$ cat config.mk
export PLATFORM = sky130hd
export DESIGN_NAME = ram64x8_bist
export DESIGN_NICKNAME = d
export VERILOG_FILES = /design/src/rtl/ram64x8_bist.sv
export SDC_FILE = /design/constraint.sdc
export NUM_CORES = 1
export LEC_CHECK = 0
export ABC_AREA = 1
export BUFFER_PORTS_ARGS = -buffer_cell sky130_fd_sc_hd__buf_4
export CAP_MARGIN = 10
export CORE_MARGIN = 4
export CORE_UTILIZATION = 40
export DETAILED_ROUTE_END_ITERATION = 16
export PLACE_DENSITY = 0.64
export RECOVER_POWER = 25
export SLEW_MARGIN = 20
export SYNTH_ARGS = -nofsm -noshare
export SYNTH_HDL_FRONTEND = slang
export SYNTH_SLANG_ARGS = --single-unit
$ cat constraint.sdc
create_clock -name ck -period 2.1 [get_ports ck]
set_input_delay 0.42 -clock ck [delete_from_list [all_inputs] [get_ports ck]]
set_output_delay 0.42 -clock ck [all_outputs]
set_load 0.05 [all_outputs]
$ cat src/rtl/ram64x8_bist.sv
// March-style BIST controller for a 64x8 single-port RAM (M0..M3).
// Ports: ck, rst_n, start -> busy/done/pass/fail_*; mem_* drives the RAM.
module ram64x8_bist #(
  parameter logic [7:0] PAT = 8'h55
) (
  input  logic       ck,
  input  logic       rst_n,
  input  logic       start,
  output logic       busy,
  output logic       done,
  output logic       pass,
  output logic [5:0] fail_addr,
  output logic [7:0] fail_data,
  output logic [1:0] fail_elem,
  output logic       mem_wen,
  output logic [5:0] mem_addr,
  output logic [7:0] mem_din,
  input  logic [7:0] mem_dout
);

  typedef enum logic [2:0] {
    IDLE, WR0, RD, CMP, WR, DONE
  } state_e;

  state_e     state_q, state_d;
  logic [1:0] elem_q, elem_d;
  logic [5:0] addr_q, addr_d;
  logic       busy_q, busy_d;
  logic       done_q, done_d;
  logic       pass_q, pass_d;
  logic [5:0] faddr_q, faddr_d;
  logic [7:0] fdata_q, fdata_d;
  logic [1:0] felem_q, felem_d;
  logic       wen_q, wen_d;
  logic [7:0] din_q, din_d;

  logic [7:0] exp_pat;
  logic [7:0] wr_pat;

  // M2 reads back ~PAT; M1 writes ~PAT
  assign exp_pat = (elem_q == 2'd2) ? ~PAT : PAT;
  assign wr_pat  = (elem_q == 2'd1) ? ~PAT : PAT;

  always_comb begin
    state_d = state_q;
    elem_d  = elem_q;
    addr_d  = addr_q;
    busy_d  = busy_q;
    done_d  = done_q;
    pass_d  = pass_q;
    faddr_d = faddr_q;
    fdata_d = fdata_q;
    felem_d = felem_q;
    wen_d   = 1'b0;
    din_d   = din_q;
    unique case (state_q)
      IDLE, DONE: begin
        if (start) begin
          state_d = WR0;
          elem_d  = 2'd0;
          addr_d  = 6'd0;
          busy_d  = 1'b1;
          done_d  = 1'b0;
          pass_d  = 1'b0;
          faddr_d = 6'd0;
          fdata_d = 8'd0;
          felem_d = 2'd0;
          wen_d   = 1'b1;
          din_d   = PAT;
        end
      end
      WR0: begin
        if (addr_q == 6'd63) begin
          state_d = RD;
          elem_d  = 2'd1;
          addr_d  = 6'd0;
        end else begin
          addr_d = addr_q + 6'd1;
          wen_d  = 1'b1;
          din_d  = PAT;
        end
      end
      RD: begin
        state_d = CMP;
      end
      CMP: begin
        if (mem_dout != exp_pat) begin
          // first mismatch: stop, pending write is dropped
          state_d = DONE;
          busy_d  = 1'b0;
          done_d  = 1'b1;
          pass_d  = 1'b0;
          faddr_d = addr_q;
          fdata_d = mem_dout;
          felem_d = elem_q;
        end else if (elem_q != 2'd3) begin
          state_d = WR;
          wen_d   = 1'b1;
          din_d   = wr_pat;
        end else if (addr_q == 6'd0) begin
          state_d = DONE;
          busy_d  = 1'b0;
          done_d  = 1'b1;
          pass_d  = 1'b1;
        end else begin
          state_d = RD;
          addr_d  = addr_q - 6'd1;
        end
      end
      WR: begin
        state_d = RD;
        if (elem_q == 2'd1) begin
          if (addr_q == 6'd63) begin
            elem_d = 2'd2;
            addr_d = 6'd63;
          end else begin
            addr_d = addr_q + 6'd1;
          end
        end else begin
          if (addr_q == 6'd0) begin
            elem_d = 2'd3;
            addr_d = 6'd63;
          end else begin
            addr_d = addr_q - 6'd1;
          end
        end
      end
      default: begin
        state_d = IDLE;
      end
    endcase
  end

  always_ff @(posedge ck or negedge rst_n) begin
    if (!rst_n) begin
      state_q <= IDLE;
      elem_q  <= 2'd0;
      addr_q  <= 6'd0;
      busy_q  <= 1'b0;
      done_q  <= 1'b0;
      pass_q  <= 1'b0;
      faddr_q <= 6'd0;
      fdata_q <= 8'd0;
      felem_q <= 2'd0;
      wen_q   <= 1'b0;
      din_q   <= 8'd0;
    end else begin
      state_q <= state_d;
      elem_q  <= elem_d;
      addr_q  <= addr_d;
      busy_q  <= busy_d;
      done_q  <= done_d;
      pass_q  <= pass_d;
      faddr_q <= faddr_d;
      fdata_q <= fdata_d;
      felem_q <= felem_d;
      wen_q   <= wen_d;
      din_q   <= din_d;
    end
  end

  assign busy      = busy_q;
  assign done      = done_q;
  assign pass      = pass_q;
  assign fail_addr = faddr_q;
  assign fail_data = fdata_q;
  assign fail_elem = felem_q;
  assign mem_wen   = wen_q;
  assign mem_addr  = addr_q;
  assign mem_din   = din_q;

endmodule

---- Yosys cells after proc, flatten, opt, wreduce, memory -nomap -nowiden ----
Cells that the tools add are included.
word-level totals
  register bits ........................... 39
operators by class
  reductions and logical operators ........ 13
  $add $sub $neg .......................... 2
  equal/unequal tests ..................... 22
  muxes and demuxes ....................... 52
operators by type and width
  operator                                                                number
  8-bit 2-to-1 mux                                                        8
  6-bit 2-to-1 mux                                                        9
  6-bit one-hot mux with 4 select lines                                   1
  8-bit one-hot mux with 3 select lines                                   1
  2-bit != test (second input constant)                                   9
  8-bit one-hot mux with 2 select lines                                   1
  3-bit 2-to-1 mux                                                        5
  3-bit one-hot mux with 5 select lines                                   1
  5-bit AND reduction                                                     3
  1-bit 2-to-1 mux                                                        13
  2-bit 2-to-1 mux                                                        6
  3-bit != test (second input constant)                                   4
  6-bit one-hot mux with 2 select lines                                   1
  8-bit != test                                                           1
  6-bit by 1-bit adder with 6-bit output (second input constant)          1
  3-bit by 2-bit equality test with 1-bit output (second input constant)  2
  3-bit equality test (second input constant)                             2
  6-bit equality test (second input constant)                             1
  6-bit logical NOT                                                       1
  1-bit one-hot mux with 2 select lines                                   3
  2-bit one-hot mux with 3 select lines                                   1
  3-bit nonzero test                                                      2
  6-bit by 1-bit subtractor with 6-bit output (second input constant)     1
  2-bit one-hot mux with 2 select lines                                   1
  other kinds (11)                                                        11

---- Depth between registers and ports, before layout ----
  word-level depth ........................ 5
  gate-level depth with buffers ........... 11

---- Worst setup path before layout ----
No wires, ideal clock.
  path kind ............................... register to register
  start point ............................. register addr_q[0] (netlist: mem_addr[0])
  end point ............................... register addr_q[5] (netlist: mem_addr[5])
  arrival time ............................ 1.870 ns
  required time ........................... 2.034 ns
  path slack .............................. 0.163 ns
  cell stages (with the launch flop) ...... 10
  setup time .............................. 0.066 ns
  cells stage by stage .................... dfrtp_1 > inv_1 > ha_1 > nand4_2 > nand3_1 > nand2_1 > nand3_2 > inv_1 > nand2_1 > nand2_1
on the way
  longest elaborated chain between the ends .. 5
  elaborated cells between the ends (all ways) .. 14
  classes of those cells .................. 2 x add/sub; 2 x eq/ne; 8 x mux; 2 x reduce/logical
ends and longest elaborated chain
  item                                         line      text
  from (decl)                                  27        logic [5:0] addr_q, addr_d;
  from (signal assigned)                       150       addr_q <= addr_d;
  6-bit by 1-bit subtractor with 6-bit output  107, 124
  6-bit 2-to-1 mux                             100       end else if (addr_q == 6'd0) begin
  6-bit 2-to-1 mux                             96        end else if (elem_q != 2'd3) begin
  6-bit 2-to-1 mux                             87        if (mem_dout != exp_pat) begin
  6-bit one-hot mux with 4 select lines        56        unique case (state_q)
Parallel ways exist; a longest one is shown, timed or not. The select of a mux whose other input is x is not followed.
A chain may end at the register's enable or synchronous reset.

---- Worst setup path in the final report ----
  start point ............................. register addr_q[0] (netlist: mem_addr[0])
  end point ............................... register addr_q[4] (netlist: mem_addr[4])
The elaborated chain is that of the path after synthesis.

==> metrics.yaml <==
outcome:
  outcome: "complete, no violations"
timing:
  timing_max_transition_violations_final: 0
  finalCriticalPeriod_ps: 1890
  grt_setup_unrepaired: "false"
  relSlewSlack_pct: 43.9
  setup-tns-final_ps: 0
  maxClockFrequency_mhz: 529
  final_worst_clock_skew_ps: 6.39
  final-hold-violation-count: 0
  report.final.setup_viol: 0
  worst_hold_slack_ps: 223
  finalCritPeriodShare_pct: 90.0
  finalWorstSetupSlack_ps: 210
  tightest_slew_ps: 841
detailed_routing:
  post-route-drc-count: 0
  wl_met3_um: 351
  post_drt_via_cell_ratio: 4.73
  wl_met2_um: 2170
  top_layer: "met4"
  drtIter0Drc: 114
  routedWlPerCell_um: 11.8
  drt-met1-wl_um: 2290
  routed_wl_um: 4880
  ant_nets: 0
  routed-via-count: 1963
  drt-pass1-iter-count: 4
layout:
  nNetsFinal: 357
  final_core_util_pct: 49.7
  layout-drive-gt1-share_pct: 24.1
  antenna_cells_inserted: 0
  post-route-cell-area_um2: 2550
  synthToLayoutAreaGrowth_pct: 19.8
placement:
  post_dp_cell_area_um2: 2470
  io_buffer_count: 44
  place_congestion: 0.913
  detailedPlace.worstSlack_ps: 264
  detailed_place_hpwl_um: 3620
global_route:
  globalRoute.totalOverflow: 0
  antenna_found_initial: 0
  grt_use_total_pct: 15.7
  grt_pass1_vias: 1722
  largest_net_degree_at_the_start_of_global_routing: 34
  grt_pass1_wl_um: 7980
worst_setup_path:
  critical_path_depth_in_cells: 9
  worst-r2r-cell-count: 9
  cp_cell_sequence: "inv_1 -> ha_1 -> nand4_2 -> nand3_1 -> nand2_1 -> nand3_2 -> inv_1 -> nand2_1 -> nand2_1"
  arrival_ps: 2120
  cp_data_required_time_ps: 2330
  path_common_cell: "nand2_1"
  crit_family: "simple AND/OR/NAND/NOR gates"
  endpoint_kind: "flip-flop"
  largest_stage_delay_worst_path_ps: 520
  r2r_start: "mem_addr[0]$_DFFE_PN0P_"
  buf_inv_on_cp: 2
  worst-setup-path-type: "reg -> reg"
  timing.critical_path.from_type: "flip-flop"
  timing.critical_path.fanout_max: 9
  library_cell_contributing_the_largest_single_delay_on_the_critical_path: "dfrtp_1"
  critPathLaunch: "mem_addr[0]$_DFFE_PN0P_"
logic_synthesis:
  most_frequent_cells_after_synthesis: "135 x nand2_1, 33 x dfrtp_1, 32 x inv_1"
  synth_top_cell_by_area: "dfrtp_1"
  yosys.area.top_type_share_pct: 38.8
  synth.avg_cell_area_um2: 7.01
  mappedNetlistArea_um2: 2130
  yosys.cell_count.top_type: "nand2_1"
  synth-seq-area-share_pct: 38.8
  synth_enable_flop_cells: 0
  asyncSetResetFlopFracSynth_pct: 100
  top_cells_by_area_in_the_synthesized_netlist: "dfrtp_1 39%, nand2_1 24%, o21ai_2 6.6%, inv_1 5.6%, nand3_1 4.9%"
  syn_inst: 304
  synth-warning-count: 0
  ys_seq_elements: 33
  main_flop_type_after_synthesis: "dfrtp_1"
  unique_masters_post_synth: 29
  net_count_of_the_mapped_netlist: 317
cts:
  insertion_delay_ps: 290
  cts_h_tree_lvls: 2
  cts_num_sinks: 33
  cts_root_buf: "clkbuf_8"
  postCtsSetupBuffers: 0
  clockBufferDepth: 2
  tritoncts: "built"
  postCtsHoldBufs: 0
  worst_setup_hold_path_clk_slew_ps: 70
  cts_buffers: 5
  cts_resized: 0
floorplan:
  i_o_pin_cnt: 45
  floorplan.initialDensity_pct: 41.5
  die-width_um: 81.0
  core_region_area_um2: 5140
  placementRows: 26
  die_outline_area_um2: 6560
  fp.dieH_um: 81.0
worst_hold_path:
  hold_class: "in -> async"
run:
  max_cap_viol_count: 0
power_and_ir_drop:
  leak_uw: 0.00141
  power-per-cell-area_nw_per_um2: 1680
  irDropWorstVdd_mv: 0.698
## stage by stage
stage                     cells  power [µW]
after detailed placement    407        3830
after global routing        415        4640
after CTS                   415        4320
after floorplan             304        3300
after global placement      407        3820
final                       415        4290
## flip-flops by register name, summed over array words and instances, names as in the netlist
register / flops
fail_data: 8
fail_addr: 6
mem_addr: 6
state_q: 3
elem_q: 2
fail_elem: 2
mem_din: 2
busy: 1
done: 1
mem_wen: 1
pass: 1
## final timing paths
path | slack, ps | end
worst max-delay path | 210 | mem_addr[4]$_DFFE_PN0P_
worst min-delay path | 220 | mem_addr[1]$_DFFE_PN0P_
worst max register to register | 210 | mem_addr[4]$_DFFE_PN0P_
worst min register to register | 480 | pass$_DFFE_PN0P_
max in group asynchronous | 1350 | state_q[1]$_DFFE_PN0P_
min in group ck | 400 | fail_data[6]$_DFFE_PN0P_
## where the power goes
part | internal [µW] | switching [µW] | total [µW]
Sequential | 846 | 224 | 1070
Combinational | 767 | 1980 | 2750
Clock | 229 | 246 | 474
Total | 1840 | 2450 | 4290
## area by class of cell
type / instances / area, µm²
fillers: 517 / 2590
well taps: 70 / 87.6
multi-input cells: 221 / 1070
clock buffers: 5 / 68.8
inverters: 36 / 135
flip-flops and latches: 33 / 826
clock inverters: 3 / 17.5
repair buffers: 47 / 350
## layer usage
layer	track usage, %	vias up
li1	-	1023
met1	20.5	868
met2	25.7	64
met3	3.44	8
met4	5.57	0
met5	0	-
## kinds of logic after synthesis
group / after synthesis / synth area share [%]
fa+ha+maj: 2 / 1.17
simple gates: 185 / 36.9
flops: 33 / 38.8
buf+inv: 50 / 11.2
compound gates: 30 / 10.4
xor+xnor: 4 / 1.64
## layout by cell type, fill, tap and decap left out, types with 2 or more instances in the layout
master,netlist,final
clkinv_2,0,2
nand3b_1,2,2
dfrtp_1,33,33
o21ai_2,16,16
inv_2,4,4
clkbuf_8,0,5
inv_1,32,32
nor2_1,16,16
buf_4,6,46
nand2_1,135,135
nand3_1,21,21
xor2_1,4,4
o21ai_0,7,7
nand4_1,4,4
ha_1,2,2
a21oi_1,2,2
No activity file was read; power rests on OpenSTA's default activity.
